==> src/rtl/skinny_ctrl_pkg.sv <==
// rtl/skinny_ctrl_pkg.sv - shared types and constants for the masked Skinny S-box layer sequencer
package skinny_ctrl_pkg;

    localparam int NIBBLES      = 16;
    localparam int SBOX_LATENCY = 5;
    localparam int FRESH_W      = 4;

    typedef logic [3:0] nib_idx_t;

    typedef enum logic [1:0] {
        IDLE,
        RUN,
        DONE
    } fsm_t;

endpackage

==> src/rtl/sbox_token_pipe.sv <==
// rtl/sbox_token_pipe.sv - valid/index tokens shadowing the external S-box pipeline
module sbox_token_pipe
    import skinny_ctrl_pkg::*;
#(
    parameter int LATENCY = SBOX_LATENCY
) (
    input  logic     clk,
    input  logic     rst,
    input  logic     issue,
    input  nib_idx_t issue_idx,
    input  logic     squash,
    output logic     out_vld,
    output nib_idx_t out_idx
);

    logic [LATENCY:1] vld;
    nib_idx_t         idx [1:LATENCY];

    // Shift tokens along with the S-box; squash kills every token not yet at the output stage
    always_ff @(posedge clk) begin
        if (rst) begin
            vld <= '0;
            for (int k = 1; k <= LATENCY; k++) begin
                idx[k] <= '0;
            end
        end else begin
            vld[1] <= issue;
            idx[1] <= issue_idx;
            for (int k = 2; k <= LATENCY; k++) begin
                vld[k] <= vld[k-1] & ~squash;
                idx[k] <= idx[k-1];
            end
        end
    end

    assign out_vld = vld[LATENCY];
    assign out_idx = idx[LATENCY];

endmodule

==> src/rtl/skinny_sbox_layer_ctrl.sv <==
// rtl/skinny_sbox_layer_ctrl.sv - streams 16 shared nibbles through one masked S-box and collects results
module skinny_sbox_layer_ctrl #(
    parameter int LATENCY = skinny_ctrl_pkg::SBOX_LATENCY,
    parameter int NIBBLES = skinny_ctrl_pkg::NIBBLES,
    parameter int RND_W   = skinny_ctrl_pkg::FRESH_W
) (
    input  logic                 clk,
    input  logic                 rst,
    input  logic                 start,
    input  logic [4*NIBBLES-1:0] state_in_s0,
    input  logic [4*NIBBLES-1:0] state_in_s1,
    output logic                 busy,
    output logic                 done,
    output logic [4*NIBBLES-1:0] state_out_s0,
    output logic [4*NIBBLES-1:0] state_out_s1,
    input  logic [RND_W-1:0]     rnd_in,
    input  logic                 rnd_valid,
    output logic                 rnd_ready,
    output logic [3:0]           sbox_x_s0,
    output logic [3:0]           sbox_x_s1,
    output logic [RND_W-1:0]     sbox_fresh,
    input  logic [3:0]           sbox_y_s0,
    input  logic [3:0]           sbox_y_s1
);
    import skinny_ctrl_pkg::fsm_t;
    import skinny_ctrl_pkg::nib_idx_t;
    import skinny_ctrl_pkg::IDLE;
    import skinny_ctrl_pkg::RUN;
    import skinny_ctrl_pkg::DONE;

    localparam int               PTR_W    = $clog2(NIBBLES + 1);
    localparam int               IDX_W    = $bits(nib_idx_t);
    localparam logic [PTR_W-1:0] NIB_CNT  = PTR_W'(NIBBLES);
    localparam logic [PTR_W-1:0] LAST_IDX = PTR_W'(NIBBLES - 1);

    fsm_t                 state;
    fsm_t                 state_nxt;
    logic [4*NIBBLES-1:0] in_s0;
    logic [4*NIBBLES-1:0] in_s1;
    logic [PTR_W-1:0]     ptr_iss;
    logic [PTR_W-1:0]     ptr_wr;
    logic                 in_run;
    logic                 issue;
    logic                 squash;
    logic                 pipe_vld;
    logic                 wr_en;
    nib_idx_t             iss_idx;
    nib_idx_t             wr_idx;

    assign in_run  = (state == RUN);
    assign issue   = in_run && rnd_valid && (ptr_iss < NIB_CNT);
    assign squash  = in_run && !rnd_valid;
    assign iss_idx = ptr_iss[IDX_W-1:0];
    assign wr_en   = in_run && pipe_vld;

    sbox_token_pipe #(
        .LATENCY (LATENCY)
    ) u_token_pipe (
        .clk       (clk),
        .rst       (rst),
        .issue     (issue),
        .issue_idx (iss_idx),
        .squash    (squash),
        .out_vld   (pipe_vld),
        .out_idx   (wr_idx)
    );

    // State register
    always_ff @(posedge clk) begin
        if (rst) begin
            state <= IDLE;
        end else begin
            state <= state_nxt;
        end
    end

    // Next state and status outputs; DONE is entered on the edge that writes the last nibble
    always_comb begin
        state_nxt = state;
        busy      = 1'b0;
        done      = 1'b0;
        rnd_ready = 1'b0;
        case (state)
            IDLE: begin
                if (start) begin
                    state_nxt = RUN;
                end
            end
            RUN: begin
                busy      = 1'b1;
                rnd_ready = 1'b1;
                if (wr_en && (ptr_wr == LAST_IDX)) begin
                    state_nxt = DONE;
                end
            end
            DONE: begin
                done      = 1'b1;
                state_nxt = IDLE;
            end
            default: state_nxt = IDLE;
        endcase
    end

    // S-box inputs are zero unless a nibble is issued; fresh bits only pass through when consumed
    always_comb begin
        sbox_x_s0  = '0;
        sbox_x_s1  = '0;
        sbox_fresh = '0;
        if (issue) begin
            sbox_x_s0 = in_s0[4*iss_idx +: 4];
            sbox_x_s1 = in_s1[4*iss_idx +: 4];
        end
        if (rnd_ready && rnd_valid) begin
            sbox_fresh = rnd_in;
        end
    end

    // Input latch and pointers; a starved cycle rewinds issue to the next nibble still to be written
    always_ff @(posedge clk) begin
        if (rst) begin
            in_s0   <= '0;
            in_s1   <= '0;
            ptr_iss <= '0;
            ptr_wr  <= '0;
        end else if ((state == IDLE) && start) begin
            in_s0   <= state_in_s0;
            in_s1   <= state_in_s1;
            ptr_iss <= '0;
            ptr_wr  <= '0;
        end else if (in_run) begin
            if (wr_en) begin
                ptr_wr <= ptr_wr + 1'b1;
            end
            if (!rnd_valid) begin
                ptr_iss <= ptr_wr + PTR_W'(wr_en);
            end else if (issue) begin
                ptr_iss <= ptr_iss + 1'b1;
            end
        end
    end

    // Result write-back, one nibble per S-box output token, both shares kept separate
    always_ff @(posedge clk) begin
        if (rst) begin
            state_out_s0 <= '0;
            state_out_s1 <= '0;
        end else if (wr_en) begin
            state_out_s0[4*wr_idx +: 4] <= sbox_y_s0;
            state_out_s1[4*wr_idx +: 4] <= sbox_y_s1;
        end
    end

endmodule

==> config.mk <==
export PLATFORM = sky130hd
export DESIGN_NAME = skinny_sbox_layer_ctrl
export DESIGN_NICKNAME = d
export VERILOG_FILES = /design/src/rtl/skinny_ctrl_pkg.sv /design/src/rtl/sbox_token_pipe.sv /design/src/rtl/skinny_sbox_layer_ctrl.sv
export SDC_FILE = /design/constraint.sdc
export NUM_CORES = 1
export LEC_CHECK = 0
export ABC_AREA = 1
export BUFFER_PORTS_ARGS = -buffer_cell sky130_fd_sc_hd__buf_4
export CAP_MARGIN = 20
export CORE_MARGIN = 2
export CORE_UTILIZATION = 55
export DETAILED_ROUTE_END_ITERATION = 7
export PLACE_DENSITY_LB_ADDON = 0.1
export SLEW_MARGIN = 30
export SYNTH_ARGS = -nofsm -noshare
export SYNTH_HDL_FRONTEND = slang
export SYNTH_SLANG_ARGS = --single-unit
==> constraint.sdc <==
create_clock -name clk -period 6.5 [get_ports clk]
set_clock_uncertainty 0.2 [all_clocks]
set_input_delay 0.325 -clock clk [delete_from_list [all_inputs] [get_ports clk]]
set_output_delay 0.325 -clock clk [all_outputs]
set_load 0.005 [all_outputs]
==> metrics.md, run 1 <==
| Metric | Value |
|---|---|
| EDFF count, synth | `0` |
| Worst Hold Class | `input pin to flip-flop` |
| Ranking of synthesized cells by area | `dfxtp_1, nor2_1, o21ai_0, nand2_1, inv_1` |
| Ant. Diodes | `0` |
| Leading register cell type out of synthesis | `dfxtp_1` |
| Yosys reg bits | `293` |
| Initial cell density of the core | `56.3%` |
| First DRT Iteration DRCs | `860` |
| Fmax | `249 MHz` |
| Gr ovfl total | `0` |
| # Max-Cap Violations | `0` |
| Crit share post-route | `61.8%` |
| Antenna viol nets, final | `0` |
| Post-synth top area share | `47.4%` |
| CP Data Required Time | `5970 ps` |
| Relative slew slack | `34.7%` |
| Syn Nets | `1947` |
| Pins Over Slew Limit | `0` |
| Number of global-route vias before repair | `12.4k` |
| First-pass iteration count of the detailed router | `5` |
| Crit path top cell by count | `nand2_1` |
| Area growth from synthesis to layout | `35.8%` |
| Critical path type | `flip-flop to output port` |
| Setup total negative slack | `0 ps` |
| First-pass GRT wire length | `59400 um` |
| Gr usage total | `30.4%` |
| CP max stage delay | `820 ps` |
| Initial antenna violation count | `0` |
| Hpwl dp | `22800 um` |
| Clk root buf | `clkbuf_16` |
| Unrepaired setup endpoints after global routing | `no` |
| Worst hold slack | `21.0 ps` |
| Layout Nets | `roughly 2.3k` |
| Cell Chain, Critical Path | `buf_4 > clkinv_2 > o21ai_0 > nand2_1 > nand2_1 > nand2_1 > inv_1 > a21oi_1 > buf_4` |
| Most common library cells after synthesis | `nor2_1, dfxtp_1, o21ai_0, nand2_1, inv_1` |
| Routability Congestion | `0.871` |
| P_leak | `7.46 nW` |
| Overall Power | `about 4 mW` |
| Clock buffer depth | `3` |
| Num CTS Buffers | `28` |
| Syn Area/Cell | `6.88 um^2` |
| Critical-path top delay cell | `clkinv_2` |
| Via count | `roughly 13k` |
| Die area | `0.0237 mm^2` |
| Most frequent cell after synthesis | `nor2_1` |
| Vias per cell | `5.30` |
| Mapped cell area | `0.0124 mm^2` |
| Slew at the pin with the worst max-slew slack | `between 900 and 1000 ps` |
| Layout cells sized above 1 | `between 10% and 20%` |
| Yosys warns | `0` |
| Critical path startpoint category | `flip-flop` |
| Die W | `~150 um` |
| Pwr per Cell Area | `239 mW/mm^2` |
| Fin crit period | `4020 ps` |
| Crit Path Max Fanout | `69` |
| Synth cell types | `33` |
| Max VDD drop | `0.178 mV` |
| TritonCTS Sinks | `293` |
| CTS tree | `yes` |
| Outcome | `completed` |
| # Post-CTS Setup Buffers | `0` |
| Post-synthesis sequential area ratio | `47.4%` |
| Die extent in y | `154 um` |
| Total core area | `0.0220 mm^2` |
| Drt drc | `0` |
| Asr flop ratio synth | `0%` |
| Fin. Hold Viols | `0` |
| Final setup violation count | `0` |
| FP Rows | `54` |
| Data arrival, critical path | `3490 ps` |
| Port-buffer cells | `286` |
| Max H-tree Level | `1` |
| Mapped Cells | `roughly 1.8k` |
| Wire length per cell | `roughly 15 um` |
| Total Wirelength | `37200 um` |
| Clk_lat worst skew | `530 ps` |
| Cell taking the most area after synthesis | `dfxtp_1` |
| CP endpoint kind | `output port` |
| Largest net degree at the start of global routing | `141` |
| I/O pin count | `287` |
| Clk slew on worst S/H paths | `60 ps` |
[metal layers]
metal	vias to the layer above	global-route usage (%)	wire length, um
met3	112	4.31	2590
met1	5934	36.6	14700
met4	0	13.5	1510
met5	-	0	0
li1	6385	-	-
met2	523	54.0	18400
[registers in the layout (all words and copies together) (netlist names)]
register,count
in_s1,64
in_s0,64
u_token_pipe.vld,5
state_out_s1,64
ptr_iss,5
state,2
ptr_wr,5
u_token_pipe.idx,20
state_out_s0,64
[timing repair]
action | CTS | global route
resized for setup | 0 | 0
hold buffers | 138 | 0
hold endpoints to repair | 165 | 0
[final cells by class]
| class | count | area [um^2] |
|---|---|---|
| timing repair buffer | 429 | 3570 |
| sequential | 293 | 5870 |
| fill | 1646 | 5170 |
| multi-input combinational | 1289 | 5650 |
| tap | 280 | 350 |
| clock inverter | 8 | 118 |
| inverter | 107 | 413 |
| clock buffer | 39 | 813 |
[kinds of logic (layout without fill, tap and decap cells)]
logic type / after synthesis / count (layout) / synth area share, %
adder cells (fa/ha/maj): 7 / 7 / 0.708
AND/OR/NAND/NOR: 972 / 972 / 32.0
XOR/XNOR: 2 / 2 / 0.142
buffers and inverters: 214 / 583 / 7.00
flip-flops: 293 / 293 / 47.4
AO/OA/AOI/OAI: 308 / 308 / 12.7
[worst paths after layout]
kind	cells past startpoint	to	start	slack, ps
setup / recovery	9	sbox_x_s1[1]	ptr_iss[0]	2480
hold / removal	4	in_s0[24]	start	20
setup reg to reg	7	state_out_s1[24]	u_token_pipe.idx[0][20]	3340
hold reg to reg	2	u_token_pipe.idx[0][12]	u_token_pipe.idx[0][8]	200
[report_power, final]
group / internal, mW / switching, mW
Sequential: 1.87 / 0.0421
Clock: 0.983 / 0.667
Combinational: 0.202 / 0.244
Total: 3.05 / 0.954
[critical path, delay by kind of cell, from the launching register on]
kind | cells | cell delay (ps)
DFF | 1 | 310
AOI/OAI and AO/OA | 2 | 700
buffers and inverters | 4 | 1620
and+or+nand+nor | 3 | 250
[placed cells by master, fill, tap and decap left out, types with 9 or more instances in the layout]
cell type	instances
dlygate4sd3_1	138
buf_4	290
nand3_1	43
inv_1	89
o21ai_0	249
nand2_1	197
nand2_2	10
nand4_1	35
clkbuf_16	29
nor2_1	651
o211ai_1	10
dfxtp_1	291
a21oi_1	42
inv_2	11
nor3_1	9
[per-stage QoR]
stage          instance area [um^2]  cells  setup WS (ps)  utilization [%]
2_1_floorplan                 12400   1796           4420                -
3_3_place_gp                  14500   2260           3150             65.9
3_5_place_dp                  14500   2260           3140             65.9
4_1_cts                       16800   2445           2530             76.4
5_1_grt                       16800   2445           2220             76.4
6_report                      16800   2445           2480             76.4
No activity file was read; power rests on OpenSTA's default activity.
==> run 2: changes to the inputs <==
CORE_UTILIZATION = 54   (was 55)
clock period = 3.95 ns   (was 6.5 ns; I/O delays follow)
==> run 2 against run 1 <==
Combinational power increased by 67%. Flip-flop and latch count unchanged. Die area increased by 1.8%. Via count decreased by 0.14%. Cell count increased by 0.74%. Utilization decreased by 1.7 points. Power increased by 65%. Largest power group unchanged. Setup slack got worse by 1800 ps. Register-to-register slack got worse by 2300 ps. Critical endpoint is now sbox_x_s1[2]. Final area increased by 0.45%.
==> metrics.md, run 2 (synthesis results as in run 1) <==
| Metric | Value |
|---|---|
| Via count | `12.9k (-0.14%)` |
| Drt drc | `0 (unchanged)` |
| Outcome | `completed` |
| Antenna viol nets, final | `0 (unchanged)` |
| Initial cell density of the core | `54.8% (-1.5 points)` |
| Relative slew slack | `36.3% (+1.6 points)` |
| P_leak | `7.51 nW (+0.61%)` |
| CP Launch Point | `ptr_iss[1]` |
| Most frequent cells in the layout | `nor2_1, buf_4, dfxtp_1, o21ai_0, nand2_1` |
| Setup total negative slack | `0 ps (unchanged)` |
| Multi-input gate area | `0.00565 mm^2 (unchanged)` |
| Switching share of power | `24.4% (+0.57 points)` |
| Met2 global-route usage | `52.6% (-1.4 points)` |
| Gr usage total | `30.0% (-0.35 points)` |
| Hold EP | `u_token_pipe.idx[0][9]` |
| Worst Hold Class | `flip-flop to flip-flop` |
| Vias per cell | `5.25 (-0.87%)` |
| Max VDD drop | `0.293 mV (+65%)` |
| Critical path startpoint category | `flip-flop` |
| Area growth from synthesis to layout | `36.4%` |
| Hold depth | `2 (-2)` |
| Fmax | `309 MHz` |
| Unrepaired setup endpoints after global routing | `no` |
| Most Crowded Layer GR | `met2` |
| Die extent in y | `155 um (+0.90%)` |
| Fin. Hold Viols | `0 (unchanged)` |
| Final setup violation count | `0 (unchanged)` |
| Pint | `4.99 mW (+64%)` |
| Total Wirelength | `37900 um (+1.9%)` |
| Pins Over Slew Limit | `0 (unchanged)` |
| FP Rows | `55 (+1.9%)` |
| Met1 Usage GRT | `37.4% (+0.86 points)` |
| Crit Path Max Fanout | `25 (-64%)` |
| Clk root buf | `clkbuf_16` |
| CTS tree | `yes` |
| Largest net degree at the start of global routing | `145 (+2.8%)` |
| Worst hold slack | `191 ps (+170 ps)` |
| Fillcell total | `1732 (+5.2%)` |
| TritonCTS Sinks | `293 (unchanged)` |
| Initial antenna violation count | `1 (+1)` |
| Slew at the pin with the worst max-slew slack | `950 ps (-29.4 ps)` |
| Sw Pwr | `1.61 mW (+69%)` |
| Clk_lat worst skew | `550 ps (+20 ps)` |
| First DRT Iteration DRCs | `970 (+13%)` |
| Worst r2r path cells | `9 (+2)` |
| Register area | `0.00587 mm^2 (unchanged)` |
| Num CTS Buffers | `29 (+3.6%)` |
| Gate power share | `11.3% (about the same)` |
| Port-buffer cells | `286 (unchanged)` |
| Share of total power in the clock network | `41.3% (about the same)` |
| First-pass GRT wire length | `59300 um (-0.14%)` |
| CP endpoint kind | `output port` |
| # Max-Cap Violations | `0 (unchanged)` |
| Hold-fix buffers, CTS | `138 (unchanged)` |
| CP Data Required Time | `3550 ps (-2420 ps)` |
| Critical path type | `flip-flop to output port` |
| Gr ovfl total | `0 (unchanged)` |
| Pwr per Cell Area | `392 mW/mm^2 (+64%)` |
| I/O pin count | `287 (unchanged)` |
| Worst hold start | `u_token_pipe.idx[0][5]` |
| Data arrival, critical path | `2840 ps (-650 ps)` |
| R2r setup slk | `1050 ps (-2290 ps)` |
| Hpwl dp | `23000 um (+0.91%)` |
| Wire length per cell | `15.4 um (+1.2%)` |
| Overall Power | `6.60 mW (+65%)` |
| Routing usage on met3 | `4.04% (-0.27 points)` |
| Die area | `0.0241 mm^2 (+1.8%)` |
| Total core area | `0.0226 mm^2 (+2.8%)` |
| R2R Path Start | `u_token_pipe.idx[0][20]` |
| First-pass iteration count of the detailed router | `5 (unchanged)` |
| Commonest non-fill, non-tap cell in the layout | `nor2_1` |
| Fin crit period | `3240 ps` |
| Routability Congestion | `0.871 (about the same)` |
| # Post-CTS Setup Buffers | `0 (unchanged)` |
| Number of global-route vias before repair | `12.0k (-3.4%)` |
| Layout cells sized above 1 | `17.9% (+0.32 points)` |
| Clk slew on worst S/H paths | `60 ps (about the same)` |
| Die W | `155 um (+0.90%)` |
| R2r endpoint | `state_out_s1[2]` |
| Crit share post-route | `82.1%` |
| Layout Nets | `2306 (+0.30%)` |
| Clock buffer depth | `3 (unchanged)` |
| Sequential share of power | `47.4% (-0.2 points)` |
| Resized Gates After CTS | `0 (unchanged)` |
| Max H-tree Level | `1 (unchanged)` |
-- run 2: metal layers --
layer  part of all wire (%)  wire length [um]
met5                      0                 0
met4                    3.6              1370
met3                    7.3              2750
met2                     48             18200
met1                     41             15600
-- run 2: power by group through the flow --
stage / Combinational [mW] / Sequential, mW / Clock (mW)
after floorplan: 0.383 / 3.18 / 0
after global placement: 0.600 / 3.19 / 0
after detailed placement: 0.609 / 3.19 / 0
after CTS: 0.723 / 3.13 / 2.74
after global routing: 0.826 / 3.14 / 2.87
final: 0.746 / 3.13 / 2.73
-- run 2: final cells by class --
type | count | area share (%)
clock buffers | 46 | 5.22
flip-flops and latches | 293 | 34.8
well taps | 285 | 2.12
diodes | 1 | 0.0148
multi-input cells | 1289 | 33.5
inverters | 107 | 2.45
clock inverters | 7 | 0.379
repair buffers | 435 | 21.5
-- run 2: through the flow --
step	setup slack (ps)	cells	cell area, um^2	util (%)
CTS	825	2462	16900	74.7
detailed placement	1090	2271	14500	64.4
global route	590	2463	16900	74.7
global placement	1170	2271	14500	64.4
finish	709	2463	16900	74.7
floorplan	1870	1796	12400	-
-- run 2: worst max-delay path by stage --
stage | to | slack [ps] | depth (start not counted)
CTS | sbox_x_s1[2] | 820 | 7
floorplan | state_out_s0[2] | 1870 | 9
finish | sbox_x_s1[2] | 710 | 9
global route | sbox_x_s1[2] | 590 | 9
global placement | state_out_s0[0] | 1170 | 9
detailed placement | state_out_s1[2] | 1090 | 9
-- run 2: critical path: stages, from the launching register on --
cell and delay, ps:
dfxtp_2 330, clkinv_1 730, nor2_1 380, o21ai_0 160
nand2_1 150, nand2_1 70, nand2_1 80, inv_1 40
a21oi_1 200, buf_4 160
==> run 3: changes to the inputs <==
ABC_AREA = 0   (was 1)
clock period = 3.1 ns   (was 3.95 ns; I/O delays follow)
==> run 3 against run 2 <==
First-iteration DRC count is 32% lower. Wire length is 5.5% lower. Count of clock-buffer cells in the layout stayed put. Flip-flop and latch count stayed put. Register-to-register slack worse by 700 ps. Largest cell class is now multi-input gates. Synthesized area is 1.2% lower.
==> metrics.md, run 3 <==
| Metric | Value |
|---|---|
| Post-route cell area | `0.0171 mm^2 (+1.6%)` |
| Total Wirelength | `35800 um (-5.5%)` |
| Max VDD drop | `0.447 mV (+53%)` |
| Clk_lat worst skew | `550 ps (about the same)` |
| Area growth from synthesis to layout | `40.3%` |
| Num CTS Buffers | `31 (+6.9%)` |
| FP Rows | `55 (unchanged)` |
| Overall Power | `8.53 mW (+29%)` |
| Initial antenna violation count | `2 (+1)` |
| Die W | `154 um (-0.61%)` |
| Slew at the pin with the worst max-slew slack | `717 ps (-233 ps)` |
| Antenna viol nets, final | `0 (unchanged)` |
| Final setup violation count | `0 (unchanged)` |
| First DRT Iteration DRCs | `656 (-32%)` |
| TritonCTS Sinks | `293 (unchanged)` |
| Asr flop ratio synth | `0% (unchanged)` |
| DP Area | `0.0145 mm^2 (-0.26%)` |
| EDFF count, synth | `0 (unchanged)` |
| Port-buffer cells | `286 (unchanged)` |
| Worst hold slack | `53.4 ps (-138 ps)` |
| Routability Congestion | `0.808 (-7.3%)` |
| P_leak | `7.42 nW (-1.1%)` |
| Most frequent cell after synthesis | `dfxtp_1` |
| Post-synth top area share | `48.0% (+0.59 points)` |
| Yosys warns | `0 (unchanged)` |
| Die extent in y | `154 um (-0.61%)` |
| Unrepaired setup endpoints after global routing | `no` |
| Data arrival, critical path | `2600 ps (-240 ps)` |
| Yosys reg bits | `293 (unchanged)` |
| Crit Path Max Fanout | `13 (-48%)` |
| I/O pin count | `287 (unchanged)` |
| Layout cells sized above 1 | `24.7% (+6.8 points)` |
| First-pass iteration count of the detailed router | `5 (unchanged)` |
| Ranking of synthesized cells by area | `dfxtp_1, mux2i_1, nand2_1, nand2b_1, mux4_2` |
| Mapped Cells | `1263 (-30%)` |
| Clk root buf | `clkbuf_16` |
| Fin crit period | `between 2000 and 3000 ps` |
| Post-synthesis sequential area ratio | `48.0% (+0.59 points)` |
| Outcome | `completed` |
| Worst Hold Class | `input pin to flip-flop` |
| Syn Area/Cell | `9.67 um^2 (+40%)` |
| Syn Nets | `1414 (-27%)` |
| Mapped cell area | `0.0122 mm^2 (-1.2%)` |
| Most common library cells after synthesis | `dfxtp_1, nand2_1, a21oi_1, mux2i_1, nand2b_1` |
| Gr ovfl total | `0 (unchanged)` |
| Max H-tree Level | `1 (unchanged)` |
| Total core area | `0.0224 mm^2 (-0.61%)` |
| Wire length per cell | `18.1 um (+18%)` |
| Clock buffer depth | `3 (unchanged)` |
| Vias per cell | `5.44 (+3.6%)` |
| CP Data Required Time | `2740 ps (-810 ps)` |
| Hpwl dp | `20900 um (-9.0%)` |
| Fmax | `between 300 and 400 MHz` |
| Pins Over Slew Limit | `0 (unchanged)` |
| Fillcell total | `1504 (-13%)` |
| Most frequent cells in the layout | `buf_4, dfxtp_1, nand2_1, dlygate4sd3_1, a21oi_1` |
| Synth cell types | `56 (+70%)` |
| # Max-Cap Violations | `0 (unchanged)` |
| Critical path type | `flip-flop to output port` |
| CTS tree | `yes` |
| Setup total negative slack | `0 ps (unchanged)` |
| Critical path startpoint category | `flip-flop` |
| Number of global-route vias before repair | `10.9k (-9.4%)` |
| Die area | `0.0238 mm^2 (-1.2%)` |
| Cell taking the most area after synthesis | `dfxtp_1` |
| Crit share post-route | `95.3%` |
| Gr usage total | `29.2% (-0.78 points)` |
| CP endpoint kind | `output port` |
| Clk slew on worst S/H paths | `60 ps (about the same)` |
| Pwr per Cell Area | `498 mW/mm^2 (+27%)` |
| Final Worst Setup Slack | `147 ps (-562 ps)` |
| Initial cell density of the core | `54.4% (-0.34 points)` |
| Commonest non-fill, non-tap cell in the layout | `buf_4` |
| Worst slack, placed | `430 ps (-656 ps)` |
| Layout Nets | `1820 (-21%)` |
| First-pass GRT wire length | `56300 um (-5.0%)` |
| Via count | `10.8k (-17%)` |
| Largest net degree at the start of global routing | `122 (-16%)` |
| Leading register cell type out of synthesis | `dfxtp_1` |
| Fin. Hold Viols | `0 (unchanged)` |
| Relative slew slack | `52.0% (+16 points)` |
| Drt drc | `0 (unchanged)` |
[run 3: cell types whose count changed after synthesis, sizes merged, moves of 33 or more]
cell    previous run  this run
a21oi             43       134
nor2             665        16
o21ai            252         2
nand2b             0       122
mux2i              0       128
nand2            207       288
inv              104         7
mux4               0        33
nand3             46         9
[run 3: worst max-delay path: stages (launching register included)]
cell and delay [ps]:
dfxtp_2 640, buf_4 270, mux4_2 510, a211oi_1 330, a211oi_1 130, buf_4 170
[run 3: what timing repair did]
item                                    in CTS  in global routing
hold buffers                               158                  0
resized for setup                            0                  1
hold endpoints to repair                   261                  0
setup buffers                                0                  0
endpoints found under the setup margin       0                  1
[run 3: cell type report]
class                           count  area, um^2  area share [%]
Multi-Input combinational cell    871        5900            34.4
Sequential cell                   293        5870            34.3
Timing Repair Buffer              463        3910            22.8
Clock buffer                       46         912            5.33
Tap cell                          285         357            2.08
Clock inverter                     10         133           0.774
Inverter                            9        47.5           0.278
Antenna cell                        1        2.50          0.0146
[run 3: cell families after synthesis]
family | after synthesis | share of synthesized area (%)
xor+xnor | 8 | 0.574
compound gates | 166 | 7.58
buf+inv | 99 | 3.74
simple gates | 529 | 22.8
mux | 161 | 16.6
fa+ha+maj | 7 | 0.717
flops | 293 | 48.0
[run 3: where the power goes]
group / internal [mW] / total [mW] / switching (mW)
logic: 0.440 / 0.823 / 0.384
registers: 3.87 / 3.94 / 0.0684
clock network: 2.27 / 3.76 / 1.49
[run 3: metal layers]
metal	global-route usage (%)	vias up	share of wire, %
li1	-	5083	-
met1	35.6	5124	40
met2	52.3	446	50
met3	4.12	108	6.3
met4	11.7	0	3.9
met5	0	-	0
[run 3: per-stage QoR]
step	instances	utilization, %
6_report	1978	76.3
5_1_grt	1978	76.3
4_1_cts	1977	76.3
3_5_place_dp	1763	64.6
3_3_place_gp	1763	64.6
2_1_floorplan	1263	-
[run 3: final timing paths]
path	startpoint	to	slack (ps)	depth (start not counted)
worst max-delay path	ptr_iss[0]	sbox_x_s0[3]	150	5
worst min-delay path	start	ptr_iss[3]	50	4
worst max register to register	u_token_pipe.idx[0][20]	state_out_s1[16]	350	6
worst min register to register	u_token_pipe.vld[1]	u_token_pipe.vld[2]	230	1
